==> config.mk <==
export PLATFORM = sky130hd
export DESIGN_NAME = alu_control_pipe
export DESIGN_NICKNAME = d
export VERILOG_FILES = /design/src/rtl/alu_ctrl_pkg.sv /design/src/rtl/alu_ctrl_decode.sv /design/src/rtl/alu_control_pipe.sv
export SDC_FILE = /design/constraint.sdc
export NUM_CORES = 1
export LEC_CHECK = 0
export CORE_AREA = 2 2 39 41
export DETAILED_ROUTE_END_ITERATION = 8
export DIE_AREA = 0 0 41 43
export GPL_TIMING_DRIVEN = 0
export PLACE_DENSITY = 0.82
export SYNTH_ARGS = -nofsm -noshare
export SYNTH_HDL_FRONTEND = slang
export SYNTH_SLANG_ARGS = --single-unit
==> constraint.sdc <==
create_clock -name clk -period 2.5 [get_ports clk]
set_input_delay 0.25 -clock clk [delete_from_list [all_inputs] [get_ports clk]]
set_output_delay 0.25 -clock clk [all_outputs]
set_load 0.02 [all_outputs]
==> src/rtl/alu_ctrl_pkg.sv <==
// Shared definitions for the ALU control decoder and its pipelined wrapper.
//   - ALU_Op encodings produced by the main control unit
//   - 5-bit ALU operation codes (RV32I set plus RV32M codes {2'b10, funct3})
//   - funct7 values that select base, alternate and mul/div variants
//   - FSM state encoding for the output stage of alu_control_pipe
package alu_ctrl_pkg;

  // ALU_Op from main control (3'b111 is undefined)
  localparam logic [2:0] ALUOP_R     = 3'b000;
  localparam logic [2:0] ALUOP_I     = 3'b001;
  localparam logic [2:0] ALUOP_LUI   = 3'b010;
  localparam logic [2:0] ALUOP_BR    = 3'b011;
  localparam logic [2:0] ALUOP_LS    = 3'b100;
  localparam logic [2:0] ALUOP_JALR  = 3'b101;
  localparam logic [2:0] ALUOP_AUIPC = 3'b110;

  // ALU operation codes
  localparam logic [4:0] OP_ADD   = 5'b00000;
  localparam logic [4:0] OP_SUB   = 5'b00001;
  localparam logic [4:0] OP_AND   = 5'b00010;
  localparam logic [4:0] OP_OR    = 5'b00011;
  localparam logic [4:0] OP_PASSB = 5'b00100;
  localparam logic [4:0] OP_XOR   = 5'b00101;
  localparam logic [4:0] OP_SLL   = 5'b00110;
  localparam logic [4:0] OP_SRL   = 5'b00111;
  localparam logic [4:0] OP_SRA   = 5'b01000;
  localparam logic [4:0] OP_SLT   = 5'b01001;
  localparam logic [4:0] OP_SLTU  = 5'b01010;

  // funct7 selectors
  localparam logic [6:0] F7_BASE   = 7'b0000000;
  localparam logic [6:0] F7_ALT    = 7'b0100000;
  localparam logic [6:0] F7_MULDIV = 7'b0000001;

  // Output-stage FSM states
  typedef enum logic [1:0] {
    ST_EMPTY = 2'b00,
    ST_BUSY  = 2'b01,
    ST_FULL  = 2'b10
  } state_e;

  // Base-variant op for a funct3 (shared by R-type and I-type decode)
  function automatic logic [4:0] base_code(input logic [2:0] f3);
    logic [4:0] c;
    case (f3)
      3'b000:  c = OP_ADD;
      3'b001:  c = OP_SLL;
      3'b010:  c = OP_SLT;
      3'b011:  c = OP_SLTU;
      3'b100:  c = OP_XOR;
      3'b101:  c = OP_SRL;
      3'b110:  c = OP_OR;
      3'b111:  c = OP_AND;
      default: c = OP_ADD;
    endcase
    return c;
  endfunction

  // M-extension op code: MUL..REMU map directly onto funct3
  function automatic logic [4:0] mdu_code(input logic [2:0] f3);
    return {2'b10, f3};
  endfunction

endpackage

==> src/rtl/alu_ctrl_decode.sv <==
// Purely combinational ALU control decode: {funct7, alu_op, funct3} ->
// {code, is_mdu, illegal}. Reusable by the single-cycle core.
// Optional feature macro: RV32M_EN (adds M-extension decode and is_mdu_o).
// Ports:
//   funct7_i  [6:0]  instruction funct7
//   alu_op_i  [2:0]  ALU_Op from main control
//   funct3_i  [2:0]  instruction funct3
//   code_o    [4:0]  ALU operation code (ADD for illegal encodings)
//   is_mdu_o         M-extension op (only with RV32M_EN)
//   illegal_o        undefined encoding
module alu_ctrl_decode
  import alu_ctrl_pkg::*;
(
  input  logic [6:0] funct7_i,
  input  logic [2:0] alu_op_i,
  input  logic [2:0] funct3_i,
  output logic [4:0] code_o,
`ifdef RV32M_EN
  output logic       is_mdu_o,
`endif
  output logic       illegal_o
);

  logic mdu_s;

  // Decode table; illegal encodings leave code at ADD with mdu cleared
  always_comb begin
    code_o    = OP_ADD;
    mdu_s     = 1'b0;
    illegal_o = 1'b0;
    case (alu_op_i)
      ALUOP_R: begin
        case (funct7_i)
          F7_BASE: code_o = base_code(funct3_i);
          F7_ALT: begin
            if (funct3_i == 3'b000) begin
              code_o = OP_SUB;
            end else if (funct3_i == 3'b101) begin
              code_o = OP_SRA;
            end else begin
              illegal_o = 1'b1;
            end
          end
`ifdef RV32M_EN
          F7_MULDIV: begin
            code_o = mdu_code(funct3_i);
            mdu_s  = 1'b1;
          end
`endif
          default: illegal_o = 1'b1;
        endcase
      end
      ALUOP_I: begin
        // funct7 carries immediate bits here; it only qualifies the shifts
        if (funct3_i == 3'b001) begin
          if (funct7_i == F7_BASE) begin
            code_o = OP_SLL;
          end else begin
            illegal_o = 1'b1;
          end
        end else if (funct3_i == 3'b101) begin
          if (funct7_i == F7_BASE) begin
            code_o = OP_SRL;
          end else if (funct7_i == F7_ALT) begin
            code_o = OP_SRA;
          end else begin
            illegal_o = 1'b1;
          end
        end else begin
          code_o = base_code(funct3_i);
        end
      end
      ALUOP_LUI: code_o = OP_PASSB;
      ALUOP_BR: begin
        case (funct3_i[2:1])
          2'b00:   code_o = OP_SUB;
          2'b10:   code_o = OP_SLT;
          2'b11:   code_o = OP_SLTU;
          default: illegal_o = 1'b1;
        endcase
      end
      ALUOP_LS, ALUOP_JALR, ALUOP_AUIPC: code_o = OP_ADD;
      default: illegal_o = 1'b1;
    endcase
  end

`ifdef RV32M_EN
  assign is_mdu_o = mdu_s;
`endif

endmodule

==> src/rtl/alu_control_pipe.sv <==
// Registered, handshaked ALU control decode for the pipelined RV32 core.
// A one-entry output stage (EMPTY/BUSY/FULL) holds the decoded op; M-extension
// ops park in BUSY for LAT-1 cycles so execute sees a fixed-latency unit.
// Optional feature macro: RV32M_EN (M decode, BUSY state and latency counter).
// Ports:
//   clk, reset              clock and synchronous active-high reset
//   valid_i / ready_o       upstream handshake for funct7_i, alu_op_i, funct3_i
//   flush_i                 drop held/in-flight op, data registers keep value
//   valid_o / ready_i       downstream handshake
//   alu_operation_o [OP_W]  op code, zero-extended above bit 4
//   is_mdu_o, illegal_o     attributes of the held op
//   stall_o                 high while waiting out a mul/div latency
module alu_control_pipe
  import alu_ctrl_pkg::*;
#(
  parameter int OP_W    = 5,
  parameter int MUL_LAT = 2,
  parameter int DIV_LAT = 32
) (
  input  logic            clk,
  input  logic            reset,
  input  logic            valid_i,
  output logic            ready_o,
  input  logic [6:0]      funct7_i,
  input  logic [2:0]      alu_op_i,
  input  logic [2:0]      funct3_i,
  input  logic            flush_i,
  output logic            valid_o,
  input  logic            ready_i,
  output logic [OP_W-1:0] alu_operation_o,
  output logic            is_mdu_o,
  output logic            illegal_o,
  output logic            stall_o
);

  if (OP_W < 5 || MUL_LAT < 1 || DIV_LAT < 1) begin : g_bad_cfg
    $error("alu_control_pipe: OP_W must be >=5, MUL_LAT and DIV_LAT >=1");
  end

  state_e            state_q, state_d;
  logic [OP_W-1:0]   op_q, op_d;
  logic              ill_q, ill_d;
  logic [4:0]        dec_code_s;
  logic              dec_illegal_s;
  logic              ready_s;
  logic              accept_s;

`ifdef RV32M_EN
  localparam int LAT_MAX = (MUL_LAT > DIV_LAT) ? MUL_LAT : DIV_LAT;
  localparam int CNT_W   = $clog2(LAT_MAX + 1);

  logic             dec_is_mdu_s;
  logic             mdu_q, mdu_d;
  logic [CNT_W-1:0] cnt_q, cnt_d;
  logic [CNT_W-1:0] lat_m1_s;

  // funct3[2] separates DIV/REM from MUL variants
  assign lat_m1_s = funct3_i[2] ? CNT_W'(DIV_LAT - 1) : CNT_W'(MUL_LAT - 1);
`endif

  alu_ctrl_decode u_decode (
    .funct7_i  (funct7_i),
    .alu_op_i  (alu_op_i),
    .funct3_i  (funct3_i),
    .code_o    (dec_code_s),
`ifdef RV32M_EN
    .is_mdu_o  (dec_is_mdu_s),
`endif
    .illegal_o (dec_illegal_s)
  );

  // Upstream ready: flush blocks intake; FULL passes ready_i through for back-to-back ops
  always_comb begin
    ready_s = 1'b0;
    if (flush_i) begin
      ready_s = 1'b0;
    end else begin
      case (state_q)
        ST_EMPTY: ready_s = 1'b1;
        ST_FULL:  ready_s = ready_i;
        default:  ready_s = 1'b0;
      endcase
    end
  end

  assign accept_s = valid_i & ready_s;
  assign ready_o  = ready_s;

  // Next-state and next-data logic
  always_comb begin
    state_d = state_q;
    op_d    = op_q;
    ill_d   = ill_q;
`ifdef RV32M_EN
    mdu_d   = mdu_q;
    cnt_d   = cnt_q;
`endif
    if (flush_i) begin
      state_d = ST_EMPTY;
`ifdef RV32M_EN
      cnt_d   = {CNT_W{1'b0}};
`endif
    end else if (accept_s) begin
      op_d  = OP_W'(dec_code_s);
      ill_d = dec_illegal_s;
`ifdef RV32M_EN
      mdu_d = dec_is_mdu_s;
      if (dec_is_mdu_s && (lat_m1_s != {CNT_W{1'b0}})) begin
        state_d = ST_BUSY;
        cnt_d   = lat_m1_s;
      end else begin
        state_d = ST_FULL;
      end
`else
      state_d = ST_FULL;
`endif
    end else begin
      case (state_q)
        ST_EMPTY: state_d = ST_EMPTY;
        ST_FULL: begin
          if (ready_i) begin
            state_d = ST_EMPTY;
          end else begin
            state_d = ST_FULL;
          end
        end
`ifdef RV32M_EN
        ST_BUSY: begin
          cnt_d = cnt_q - CNT_W'(1);
          if (cnt_q == CNT_W'(1)) begin
            state_d = ST_FULL;
          end else begin
            state_d = ST_BUSY;
          end
        end
`endif
        default: state_d = ST_EMPTY;
      endcase
    end
  end

  // State and output-data registers
  always_ff @(posedge clk) begin
    if (reset) begin
      state_q <= ST_EMPTY;
      op_q    <= {OP_W{1'b0}};
      ill_q   <= 1'b0;
`ifdef RV32M_EN
      mdu_q   <= 1'b0;
      cnt_q   <= {CNT_W{1'b0}};
`endif
    end else begin
      state_q <= state_d;
      op_q    <= op_d;
      ill_q   <= ill_d;
`ifdef RV32M_EN
      mdu_q   <= mdu_d;
      cnt_q   <= cnt_d;
`endif
    end
  end

  // Status outputs decoded from the registered state
  always_comb begin
    valid_o = 1'b0;
    stall_o = 1'b0;
    case (state_q)
      ST_FULL: valid_o = 1'b1;
`ifdef RV32M_EN
      ST_BUSY: stall_o = 1'b1;
`endif
      default: begin
        valid_o = 1'b0;
        stall_o = 1'b0;
      end
    endcase
  end

  assign alu_operation_o = op_q;
  assign illegal_o       = ill_q;
`ifdef RV32M_EN
  assign is_mdu_o        = mdu_q;
`else
  assign is_mdu_o        = 1'b0;
`endif

endmodule

==> metrics.json <==
{
  "design.final.nets": 115,
  "post_synth_num_cell_types": 29,
  "largest_family_of_logic_cells_by_synthesized_area": "compound AO/OA/AOI/OAI gates",
  "place_hpwl_um": 956,
  "clock_insertion_delay_worst_skew_ns": 0.24,
  "synthMuxAreaShare_pct": 0,
  "flow.area_growth_from_synthesis_pct": 50.51,
  "die-area_um2": 1763,
  "finalWeightedCongestion": 0.6900,
  "power.leakage_nw": 0.2798,
  "tritoncts": "built",
  "cellInternalPower_w": 0.0002000,
  "worstReg2RegStart": "state_q[1]",
  "standard_cell_core_area_um2": 1384,
  "cts-root-buf": "clkbuf_4",
  "drt_first_pass_iters": 2,
  "numPortBuffers": 20,
  "post_synthesis_compound_gate_area_fraction_pct": 34.34,
  "synth.yosys.seq_area_share_pct": 24.24,
  "first_global_vias": 523,
  "holdCritStartpoint": "funct3_i[1]",
  "status": "complete, no violations",
  "max_freq_mhz": 578.4,
  "endpoint_kind": "output port",
  "setup.worst_path.start_class": "input pin",
  "postCtsSetupRepairBufs": 0,
  "power_per_cell_area_nw_per_um2": 374.7,
  "period_utilisation_layout_pct": 69.16,
  "yosys.area_share.xor_xnor_pct": 1.768,
  "finalHoldViolCount": 0,
  "r2r-end": "illegal_o",
  "grt.met3_usage_pct": 2.094,
  "pin_count_of_the_biggest_net_entering_global_routing": 11,
  "r2r_slack_ns": 1.39,
  "detail_route.vias_per_cell": 5.270,
  "worstHoldPathCells": 4,
  "final-setup-viol-count": 0,
  "postSynthCellCount": 70,
  "use_met2_pct": 25.62,
  "syn-mean-instance-area_um2": 7.078,
  "cts-htree-levels": 1,
  "synth_simple_gate_area_share_pct": 28.54,
  "rsz0062_at_grt": "false",
  "crit_fanout": 2,
  "remaining_drc_errors": 0,
  "power.switching_w": 0.00007937,
  "wirelength_um": 1213,
  "floorplan.die.width_um": 41,
  "criticalPathCategory": "input pin to output port",
  "combinationalPowerShare_pct": 32.4,
  "antenna_violating_nets_left": 0,
  "clkTransAtPathRegs_ns": 0.04,
  "netlist_area_um2": 495.5,
  "num_antenna_cells": 0,
  "sw_frac_of_total_pct": 28.41,
  "dieHeight_um": 43,
  "fillerInstances": 143,
  "start_util_pct": 35.80,
  "min_to": "alu_operation_o[2]",
  "route.vias.total": 585,
  "peakVddDrop_uv": 240.4,
  "grt_pass1_wl_um": 2028,
  "drt-initial-drc-count": 6,
  "finalCriticalPeriod_ns": 1.729,
  "cts_buffers": 3,
  "seqPwrFrac_pct": 36.4,
  "post_route_cells_drive_above_1_share_pct": 9.474,
  "critPathArrivalTime_ns": 1.48,
  "skew_ns": 0.002903,
  "postCtsResizedCells": 0,
  "wl_per_cell_um": 10.93,
  "clock_power_share_pct": 31.2,
  "hold_path.class": "input pin to register",
  "cts.hold.buffers_added": 0,
  "finalMaxSlewViolations": 0,
  "yosysWarningCount": 0,
  "grt_util_met1_pct": 20.39,
  "grt_antenna_before_repair": 0,
  "drv.max_cap_violation_count": 0,
  "ff2ff_path_depth": 4,
  "total_power_w": 0.0002794,
  "cp.required_ns": 2.25,
  "grt.overflow.total": 0,
  "post_synth_fa_ha_maj_area_fraction_pct": 0,
  "grt-busiest-layer": "met2",
  "rows": 14,
  "clk_path_buf_depth": 2,
  "global_route.usage.total_pct": 16.80,
  "number_of_synthesized_register_bits": 6,
  "clock_sink_count": 6,
  "ios": 28,
  "setup_total_negative_slack_ns": 0
}
## layout make-up
class | count | area, um2 | area share, %
clock buffer | 3 | 22.52 | 3.020
timing repair buffer | 20 | 200.2 | 26.85
inverter | 3 | 11.26 | 1.510
buffer | 7 | 40.04 | 5.369
multi-input combinational | 56 | 331.6 | 44.46
sequential | 6 | 120.1 | 16.11
tap | 16 | 20.02 | 2.685
## cell families after synthesis
| kind of cell | after synthesis |
|---|---|
| xor gates and xnor gates | 1 |
| and+or+nand+nor | 29 |
| other | 1 |
| buffers and inverters | 10 |
| AOI/OAI and AO/OA | 23 |
| DFF | 6 |
## state kept, by name, indices dropped and copies added, names as in the netlist
signal	count
alu_operation_o	4
state_q	1
illegal_o	1
## layout by cell type, fill, tap and decap left out
cell,n
o21a_1,1
dfxtp_1,6
a32oi_1,1
o21ai_0,4
inv_1,3
o31ai_1,1
a21oi_1,2
clkdlybuf4s50_1,20
nor4_1,2
clkbuf_1,2
nor2_1,8
nor2b_1,3
xor2_1,1
nand2b_1,3
a2bb2oi_1,2
a211oi_1,1
o2111ai_1,1
and3_1,1
clkbuf_4,3
nor3_1,6
nand2_1,4
o221a_1,1
conb_1,3
a32o_1,2
o21ai_1,4
buf_4,3
a22oi_1,1
nand3_1,2
a21boi_1,1
buf_2,2
o41ai_2,1
## how the worst max path moves through the flow
stage | start | to | slack [ns]
floorplan | funct3_i[1] | alu_operation_o[3] | 1.26
global placement | ready_i | ready_o | 0.79
detailed placement | funct3_i[0] | alu_operation_o[3] | 0.77
CTS | ready_i | ready_o | 0.76
global route | ready_i | ready_o | 0.69
finish | ready_i | ready_o | 0.77
## stage by stage
stage | hold slack [ns] | setup WS (ns) | utilization [%] | area, um2 | std cells
floorplan | 0.3191 | 1.261 | - | 503.0 | 72
global placement | 0.4886 | 0.7902 | 52.26 | 723.2 | 108
detailed placement | 0.5108 | 0.7701 | 52.26 | 723.2 | 108
CTS | 0.4543 | 0.7587 | 53.89 | 745.7 | 111
global route | 0.4965 | 0.6851 | 53.89 | 745.7 | 111
finish | 0.4585 | 0.7710 | 53.89 | 745.7 | 111
## power by group through the flow
stage	Sequential (W)	Clock [W]	Combinational [W]
floorplan	0.000107	0	0.0000449
global placement	0.000103	0	0.0000889
detailed placement	0.000103	0	0.0000904
CTS	0.000102	0.0000930	0.0000908
global route	0.000102	0.0000972	0.0000999
finish	0.000102	0.0000872	0.0000906
## metal layers
layer  up-vias  wire length (um)
met2        20               595
li1        301                 -
met3         2                92
met4         0                16
met5         -                 0
met1       262               508
## cells in the mapped netlist
cell       number  share of area [%]
o21ai_1         4                4.0
o31ai_1         1                1.5
o21a_1          1                1.5
and3_1          1                1.3
conb_1          1               0.76
o221a_1         1                2.3
a21oi_1         2                2.0
nor2b_1         3                3.8
nand3_1         2                2.0
nor4_1          2                2.5
inv_1           3                2.3
o2111ai_1       1                1.8
o21ai_0         4                4.0
a21boi_1        1                1.5
a211oi_1        1                1.5
o41ai_2         1                3.3
nand2b_1        3                3.8
nand2_1         4                3.0
xor2_1          1                1.8
a2bb2oi_1       2                3.5
a32oi_1         1                1.8
a32o_1          2                4.0
buf_4           3                4.5
nor3_1          6                6.1
nor2_1          8                6.1
clkbuf_1        2                1.5
a22oi_1         1                1.5
buf_2           2                2.0
dfxtp_1         6                 24
## worst max-delay path: stages
cell,delay [ns]
clkdlybuf4s50_1,0.48
nor2b_1,0.06
nor2_1,0.08
clkdlybuf4s50_1,0.60
Note: power is estimated with default switching activity, not from simulation.
